## src/rtl/sram_req_arbiter.sv

```systemverilog
// Two-to-one SRAM-style request arbiter: data has fixed priority, a grant is held
// until its address is accepted, and an in-order ID queue routes each response.
module sram_req_arbiter #(
  parameter int MAX_OUT = 2,
  localparam int CW = $clog2(MAX_OUT + 1),
  localparam int PW = (MAX_OUT > 1) ? $clog2(MAX_OUT) : 1
) (
  input  logic          clk,
  input  logic          reset,
  input  logic          inst_req,
  input  logic          inst_wr,
  input  logic [1:0]    inst_size,
  input  logic [3:0]    inst_wstrb,
  input  logic [31:0]   inst_addr,
  input  logic [31:0]   inst_wdata,
  output logic          inst_addr_ok,
  output logic          inst_data_ok,
  output logic [31:0]   inst_rdata,
  input  logic          data_req,
  input  logic          data_wr,
  input  logic [1:0]    data_size,
  input  logic [3:0]    data_wstrb,
  input  logic [31:0]   data_addr,
  input  logic [31:0]   data_wdata,
  output logic          data_addr_ok,
  output logic          data_data_ok,
  output logic [31:0]   data_rdata,
  output logic          bus_req,
  output logic          bus_wr,
  output logic [1:0]    bus_size,
  output logic [3:0]    bus_wstrb,
  output logic [31:0]   bus_addr,
  output logic [31:0]   bus_wdata,
  input  logic          bus_addr_ok,
  input  logic          bus_data_ok,
  input  logic [31:0]   bus_rdata,
  output logic          arb_err,
  output logic [1:0]    o_dbg_state,
  output logic [CW-1:0] o_dbg_count
);

  typedef enum logic [1:0] {
    ST_IDLE   = 2'd0,
    ST_LOCK_I = 2'd1,
    ST_LOCK_D = 2'd2
  } state_t;

  state_t          r_state;
  logic            r_ids [MAX_OUT];
  logic [PW-1:0]   r_head;
  logic [PW-1:0]   r_tail;
  logic [CW-1:0]   r_count;
  logic            r_err;

  logic w_gnt_data;
  logic w_gnt_req;
  logic w_full;
  logic w_empty;
  logic w_push;
  logic w_pop;
  logic w_head_id;

  function automatic logic [PW-1:0] ptr_inc(input logic [PW-1:0] p);
    return (p == PW'(MAX_OUT - 1)) ? '0 : p + 1'b1;
  endfunction

  // Handshake: a request is transferred on any cycle where bus_req and bus_addr_ok
  // are both high; the requester holds *_req and its fields until its *_addr_ok.
  always_comb begin
    w_gnt_data = 1'b0;
    case (r_state)
      ST_IDLE:   w_gnt_data = data_req;
      ST_LOCK_I: w_gnt_data = 1'b0;
      ST_LOCK_D: w_gnt_data = 1'b1;
      default:   w_gnt_data = data_req;
    endcase
  end

  assign w_gnt_req = w_gnt_data ? data_req : inst_req;
  assign w_full    = (r_count == CW'(MAX_OUT));
  assign w_empty   = (r_count == '0);
  assign w_head_id = r_ids[r_head];

  assign bus_req   = w_gnt_req & ~w_full;
  assign bus_wr    = w_gnt_data ? data_wr    : inst_wr;
  assign bus_size  = w_gnt_data ? data_size  : inst_size;
  assign bus_wstrb = w_gnt_data ? data_wstrb : inst_wstrb;
  assign bus_addr  = w_gnt_data ? data_addr  : inst_addr;
  assign bus_wdata = w_gnt_data ? data_wdata : inst_wdata;

  assign w_push = bus_req & bus_addr_ok;
  assign w_pop  = bus_data_ok & ~w_empty;

  assign inst_addr_ok = w_push & ~w_gnt_data;
  assign data_addr_ok = w_push &  w_gnt_data;
  assign inst_data_ok = w_pop  & ~w_head_id;
  assign data_data_ok = w_pop  &  w_head_id;
  assign inst_rdata   = bus_rdata;
  assign data_rdata   = bus_rdata;

  assign arb_err     = r_err;
  assign o_dbg_state = r_state;
  assign o_dbg_count = r_count;

  // A presented but unaccepted request freezes the grant on its owner.
  always_ff @(posedge clk) begin
    if (reset) begin
      r_state <= ST_IDLE;
    end else begin
      case (r_state)
        ST_IDLE:
          if (bus_req & ~bus_addr_ok)
            r_state <= w_gnt_data ? ST_LOCK_D : ST_LOCK_I;
        ST_LOCK_I:
          if (~inst_req | w_push) r_state <= ST_IDLE;
        ST_LOCK_D:
          if (~data_req | w_push) r_state <= ST_IDLE;
        default:
          r_state <= ST_IDLE;
      endcase
    end
  end

  always_ff @(posedge clk) begin
    if (reset) begin
      r_head  <= '0;
      r_tail  <= '0;
      r_count <= '0;
      r_err   <= 1'b0;
      for (int i = 0; i < MAX_OUT; i++) r_ids[i] <= 1'b0;
    end else begin
      if (w_push) begin
        r_ids[r_tail] <= w_gnt_data;
        r_tail        <= ptr_inc(r_tail);
      end
      if (w_pop) r_head <= ptr_inc(r_head);
      case ({w_push, w_pop})
        2'b10:   r_count <= r_count + 1'b1;
        2'b01:   r_count <= r_count - 1'b1;
        default: r_count <= r_count;
      endcase
      // A response with nothing outstanding means the bus and queue disagree.
      if (bus_data_ok & w_empty) r_err <= 1'b1;
    end
  end

endmodule

```

## config.mk

```make
export PLATFORM = sky130hd
export DESIGN_NAME = sram_req_arbiter
export DESIGN_NICKNAME = d
export VERILOG_FILES = /design/src/rtl/sram_req_arbiter.sv
export SDC_FILE = /design/constraint.sdc
export NUM_CORES = 1
export LEC_CHECK = 0
export ABC_AREA = 1
export ABC_CLOCK_PERIOD_IN_PS = 2700
export BUFFER_PORTS_ARGS = -buffer_cell sky130_fd_sc_hd__buf_4
export CAP_MARGIN = 30
export CORE_AREA = 2 2 128 130
export DETAILED_ROUTE_END_ITERATION = 7
export DIE_AREA = 0 0 130 132
export PLACE_DENSITY = 0.53
export SETUP_SLACK_MARGIN = 0.5
export SLEW_MARGIN = 10
export SYNTH_ARGS = -nofsm -noshare
export SYNTH_HDL_FRONTEND = slang
export SYNTH_SLANG_ARGS = --single-unit
```

## constraint.sdc

```tcl
create_clock -name clk -period 2.7 [get_ports clk]
set_clock_uncertainty 0.1 [all_clocks]
set_input_delay 0.54 -clock clk [delete_from_list [all_inputs] [get_ports clk]]
set_output_delay 0.54 -clock clk [all_outputs]
set_load 0.02 [all_outputs]
```

==> results of run 1 <==
[stage by stage]
stage / hold WS, ns / util (%) / instances
final: 0.3443 / 29.58 / 763
after global routing: 0.3668 / 29.58 / 763
after CTS: 0.3476 / 27.10 / 761
after detailed placement: 0.3418 / 21.78 / 740
after global placement: 0.3413 / 21.78 / 740
after floorplan: 0.3256 / - / 371
[cell type report]
type	instances	area (um2)	share of cell area, %
Sequential cell	10	222.7	4.791
Multi-Input combinational cell	266	1642	35.32
Timing Repair Buffer	251	2350	50.55
Clock buffer	4	88.84	1.911
Inverter	16	75.07	1.615
Tap cell	216	270.3	5.814
[timing repair]
item | 4_1_cts | 5_1_grt
cloned | 6 | 1
setup buffers | 11 | 1
pin swaps | 24 | 22
endpoints found under the setup margin | 73 | 75
resized for setup | 150 | 105
[sequential cells by signal, indices dropped and copies added, names as in the netlist, named ones only]
register / flops
o_dbg_count: 2
o_dbg_state: 2
r_ids: 2
arb_err: 1
r_head: 1
r_tail: 1
[metal layers]
metal  vias up  routed length, um  track usage [%]
met5         -                 13                0
met4         2                106            1.912
met3        14               1119            4.221
met2       172               5916            21.32
met1      1213               3832            12.29
li1       1402                  -                -
[synthesized netlist by cell type (3+ instances only)]
master / n / area (um2)
nand2_1: 223 / 837.1
buf_2: 7 / 35.03
dfxtp_1: 8 / 160.2
buf_4: 69 / 518.0
clkbuf_1: 3 / 11.26
nand2_2: 4 / 25.02
ha_1: 4 / 50.05
a21oi_1: 7 / 35.03
inv_1: 15 / 56.30
nor2_1: 11 / 41.29
o21ai_0: 6 / 30.03
[cells by family (layout without fill, tap and decap cells)]
| logic type | Yosys count | after routing | synth area share, % |
|---|---|---|---|
| flops | 10 | 10 | 11.24 |
| fa+ha+maj | 4 | 4 | 2.554 |
| compound gates | 15 | 15 | 4.087 |
| simple gates | 247 | 247 | 50.26 |
| buf+inv | 95 | 271 | 31.86 |
[worst register-to-register path, stage by stage, from the launching register on]
cell and delay (ns):
dfxtp_2 0.33, inv_2 0.05, ha_4 0.25, nand2_4 0.10
buf_4 0.14, nor2_4 0.04, nor2_4 0.11, nand3_4 0.13
buf_4 0.17, ha_4 0.23, a21oi_1 0.11, o21ai_1 0.10
o21ai_1 0.12, a21oi_1 0.04
[power groups by stage]
stage / registers, mW / clock network (mW) / logic, mW
floorplan: 0.280 / 0 / 2.15
global placement: 0.246 / 0 / 3.50
detailed placement: 0.249 / 0 / 3.49
CTS: 0.242 / 0.297 / 4.94
global route: 0.250 / 0.307 / 5.82
finish: 0.241 / 0.293 / 5.43
[worst min-delay path by stage]
stage / startpoint / endpoint / depth (start not counted)
6_report: r_head$_SDFFE_PP0P_ / r_head$_SDFFE_PP0P_ / 1
4_1_cts: r_head$_SDFFE_PP0P_ / r_head$_SDFFE_PP0P_ / 1
3_3_place_gp: r_head$_SDFFE_PP0P_ / r_head$_SDFFE_PP0P_ / 1
5_1_grt: r_head$_SDFFE_PP0P_ / r_head$_SDFFE_PP0P_ / 1
2_1_floorplan: r_head$_SDFFE_PP0P_ / flop / 1
3_5_place_dp: r_head$_SDFFE_PP0P_ / r_head$_SDFFE_PP0P_ / 1
==> impl_metrics.yaml, run 1 <==
global_route:
  antenna_found_initial: 1
  grt_pass1_vias: 2799
  grt.total_usage_pct: 11.43
  grt_pass1_wl_mm: 15.17
  grt_max_degree: 37
  grt_overflow: 0
sta:
  finalCriticalPeriod_ns: 2.355
  maxSlewHeadroom_pct: 73.85
  finalHoldViolCount: 0
  tns_ns: 0
  layout_setup_ws_ns: 0.3452
  drv_slew: 0
  rsz0062_at_grt: "true"
  clock.fmax_mhz: 424.7
  fin_crit_sh_pct: 87.21
  worst_pin_slew_ns: 0.3881
  setup_viol: 0
synth:
  synth-seq-area-share_pct: 11.24
  ys_types: 22
  netlist_area_um2: 1959
  synth_nets: 555
  ys_ff_latch: 10
  synth_edf_count: 2
  async_flop_share_pct: 0
  avgSynthCellArea_um2: 5.281
  ys.warnings.count: 0
  synthCells: 371
  synth_flop_cell: "dfxtp_1"
clock_tree:
  clock_latency_ns: 0.24
  cts_root_buffer: "clkbuf_16"
  clk_path_buf_depth: 2
  cts_made_buffers: 3
  clkSlewWorstSetupHoldPaths_ns: 0.04
  cts_hold_buf: 0
  htreeDepth: 1
  cts_tree: "done"
  cts.sinks: 10
finish:
  diodes: 0
  fillers: 1682
  nets: 732
  final_cell_mix: "buf_4 (168), nand2_1 (111), nand2_2 (77)"
  final_common_cell: "buf_4"
  layout-drive-gt1-share_pct: 70.93
  synthToLayoutAreaGrowth_pct: 137.2
  final_area_um2: 4648
run_status:
  outcome: "finished clean"
worst_setup_path:
  crit_path_start: "o_dbg_state[0]$_SDFFE_PP0P_"
  cp_num_buf_inv: 6
  critical_path_arrival_ns: 1.71
  required_ns: 2.06
  worstSetupEndpointType: "primary output"
  rr_endpoint: "o_dbg_count[1]$_SDFFE_PP0P_"
  crit_end: "bus_wdata[8]"
  crit_path_max_incr_delay_ns: 0.33
  rr_worst_depth: 13
  worst-path-stages: 11
  path_max_fanout: 6
  rrSetupSlack_ns: 0.56
  startpoint_type: "flop"
  crit_top_cell: "nand2_2"
  reg2reg_from: "o_dbg_state[0]$_SDFFE_PP0P_"
  path_cells: "inv_2, ha_4, inv_4, nand2_4, nand2_8, clkinv_8, buf_12, clkbuf_16, nand2_2, nand2_2, buf_6"
  cpMaxStageDelayCell: "dfxtp_2"
  crit_family: "buffers and inverters"
  worst-setup-path-type: "reg -> out"
die:
  row_count: 46
  die_area_um2: 17160
  io_pins: 325
  core_area_um2: 15710
  die_w_um: 130
  die_h_um: 132
  start_util_pct: 12.47
power:
  clockPowerShare_pct: 4.9
  pwr-share-comb_pct: 91.0
  internal_power_mw: 2.947
  power_frac_seq_pct: 4.0
  p_leak_nw: 2.513
  power.density_nw_per_um2: 1283
  switchingPower_mw: 3.017
  netSwitchingFraction_pct: 50.58
  p_total_mw: 5.964
  ir_worst_vdd_uv: 515.8
drt:
  wirelength_mm: 10.99
  wl_per_cell_um: 14.40
  vias: 2803
  drc: 0
  firstDrtPassIters: 4
  first_iter_violations: 43
  viasPerCell: 3.674
  ant_nets: 0
placement:
  routabilityCongestion: 0.7674
  placed_area_um2: 3422
  dp_slack_ns: 0.3592
  hpwl_mm: 7.369
  port_buffers: 228
job:
  cap_viol_max_count: 0
hold_path:
  min_path_type: "reg -> reg"
Power figures use the tool's default switching activity.
==> run 2, diff against run 1 <==
--- a/config.mk
+++ b/config.mk
@@ -13,7 +13,7 @@
 export DETAILED_ROUTE_END_ITERATION = 7
 export DIE_AREA = 0 0 130 132
 export PLACE_DENSITY = 0.53
-export SETUP_SLACK_MARGIN = 0.5
+export SETUP_SLACK_MARGIN = 0.15
 export SLEW_MARGIN = 10
 export SYNTH_ARGS = -nofsm -noshare
 export SYNTH_HDL_FRONTEND = slang
==> run 2 against run 1 <==
  * Utilization fell by 6.3 points
  * Sequential share of layout area rose by 1.3 points
  * First-iteration DRC count is 33% higher
  * Sequential power is 5% higher
  * Highest routed layer is now met4
==> impl_metrics.yaml, run 2 (same netlist as run 1, synthesis figures left out) <==
clock_tree:
  cts_hold_buf: 0
  htreeDepth: 1
  cts_tree: "done"
  cts.sinks: 10
  cts_root_buffer: "clkbuf_16"
  clk_path_buf_depth: 2
  cts_made_buffers: 3
  clkSlewWorstSetupHoldPaths_ns: 0.04
  clock_latency_ns: 0.23
worst_setup_path:
  worst-setup-path-type: "reg -> out"
  critical_path_arrival_ns: 1.79
  required_ns: 2.06
  path_cells: "inv_1, ha_4, inv_1, nand2_2, nand2_8, clkinv_8, buf_12, nand2_1, nand2_1, buf_4"
  crit_path_max_incr_delay_ns: 0.33
  startpoint_type: "flop"
  path_max_fanout: 11
  worstSetupEndpointType: "primary output"
  cpMaxStageDelayCell: "dfxtp_2"
power:
  internal_power_mw: 2.008
  p_leak_nw: 2.160
  clockPowerShare_pct: 5.8
  switchingPower_mw: 2.358
  power.density_nw_per_um2: 1192
  power_frac_seq_pct: 5.8
  netSwitchingFraction_pct: 54.01
  pwr-share-comb_pct: 88.4
  ir_worst_vdd_uv: 425.4
finish:
  layout-drive-gt1-share_pct: 47.65
  final_cells: 747
  nets: 717
  final_cell_mix: "buf_4 (228), nand2_1 (223), inv_1 (15)"
  final_common_cell: "buf_4"
  synthToLayoutAreaGrowth_pct: 86.97
  diodes: 0
sta:
  fin_crit_sh_pct: 90.00
  finalCriticalPeriod_ns: 2.430
  setup_viol: 0
  maxSlewHeadroom_pct: 77.71
  finalHoldViolCount: 0
  tns_ns: 0
  worst_pin_slew_ns: 0.3309
  rsz0062_at_grt: "false"
  clock.fmax_mhz: 411.5
  drv_slew: 0
placement:
  port_buffers: 228
  routabilityCongestion: 0.7489
  dp.cells: 740
  hpwl_mm: 7.458
die:
  die_w_um: 130
  die_h_um: 132
  row_count: 46
  io_pins: 325
  die_area_um2: 17160
  start_util_pct: 12.47
  core_area_um2: 15710
drt:
  firstDrtPassIters: 4
  ant_nets: 0
  wirelength_mm: 9.598
  drc: 0
  first_iter_violations: 57
  viasPerCell: 3.588
  wl_per_cell_um: 12.85
  vias: 2680
global_route:
  grt_pass1_vias: 2511
  grt.total_usage_pct: 9.199
  grt_overflow: 0
  grt_pass1_wl_mm: 12.72
  grt_max_degree: 44
  antenna_found_initial: 0
job:
  cap_viol_max_count: 0
run_status:
  outcome: "finished clean"
hold_path:
  min_path_type: "reg -> reg"
==> run 2: cell count changes in the layout (fill, tap and decap cells not counted), sizes merged <==
| cell | previous run | this run |
|---|---|---|
| clkbuf | 5 | 7 |
| buf | 250 | 232 |
==> run 2: critical path, delay by kind of cell (launching register included) <==
kind,cells,cell delay [ns]
AND/OR/NAND/NOR,4,0.38
buffers and inverters,5,0.62
flip-flops,1,0.33
adder cells (fa/ha/maj),1,0.23
==> run 2: timing repair <==
action | 4_1_cts | 5_1_grt
resized for setup | 0 | 10
buffers inserted | 0 | 0
endpoints found under the setup margin | 0 | 72
==> run 2: final cells by class <==
| cell class | count | area (um2) |
|---|---|---|
| clock buffers | 3 | 75.07 |
| fillers | 1792 | 12050 |
| inverters | 16 | 72.57 |
| multi-input cells | 266 | 1136 |
| flip-flops and latches | 10 | 222.7 |
| well taps | 216 | 270.3 |
| repair buffers | 236 | 1887 |
==> run 2: layer usage <==
metal | vias up | part of all wire [%] | global-route usage (%)
met5 | - | 0 | 0
li1 | 1371 | - | -
met2 | 165 | 50 | 17.16
met4 | 0 | 1.3 | 2.210
met1 | 1126 | 39 | 10.50
met3 | 18 | 9.7 | 1.948
==> run 2: path summary, 6_finish.rpt <==
path,from,to,slack (ns),cells after the start
worst min-delay path,r_head$_SDFFE_PP0P_,r_head$_SDFFE_PP0P_,0.36,1
worst max register to register,o_dbg_state[1]$_SDFFE_PP0P_,o_dbg_count[1]$_SDFFE_PP0P_,0.53,11
worst max-delay path,o_dbg_state[1]$_SDFFE_PP0P_,bus_size[0],0.27,10
worst min register to register,r_head$_SDFFE_PP0P_,r_head$_SDFFE_PP0P_,0.36,1
==> run 2: per-stage QoR <==
step           hold slack, ns  power, mW  setup WS, ns  utilization (%)  instance area, um2
2_1_floorplan          0.3256      2.426        0.4324                -                1959
3_3_place_gp           0.3419      3.798        0.4205            21.92                3445
3_5_place_dp           0.3470      3.785        0.4022            21.92                3445
4_1_cts                0.3523      4.052        0.1538            22.40                3520
5_1_grt                0.3687      4.743        0.1613            23.32                3664
6_report               0.3554      4.366        0.2699            23.32                3664
==> run 2: power by group through the flow <==
stage | clock network [mW] | logic [mW] | registers, mW
after CTS | 0.258 | 3.55 | 0.248
after global placement | 0 | 3.55 | 0.247
final | 0.255 | 3.86 | 0.252
after detailed placement | 0 | 3.54 | 0.250
after global routing | 0.267 | 4.22 | 0.259
after floorplan | 0 | 2.15 | 0.276
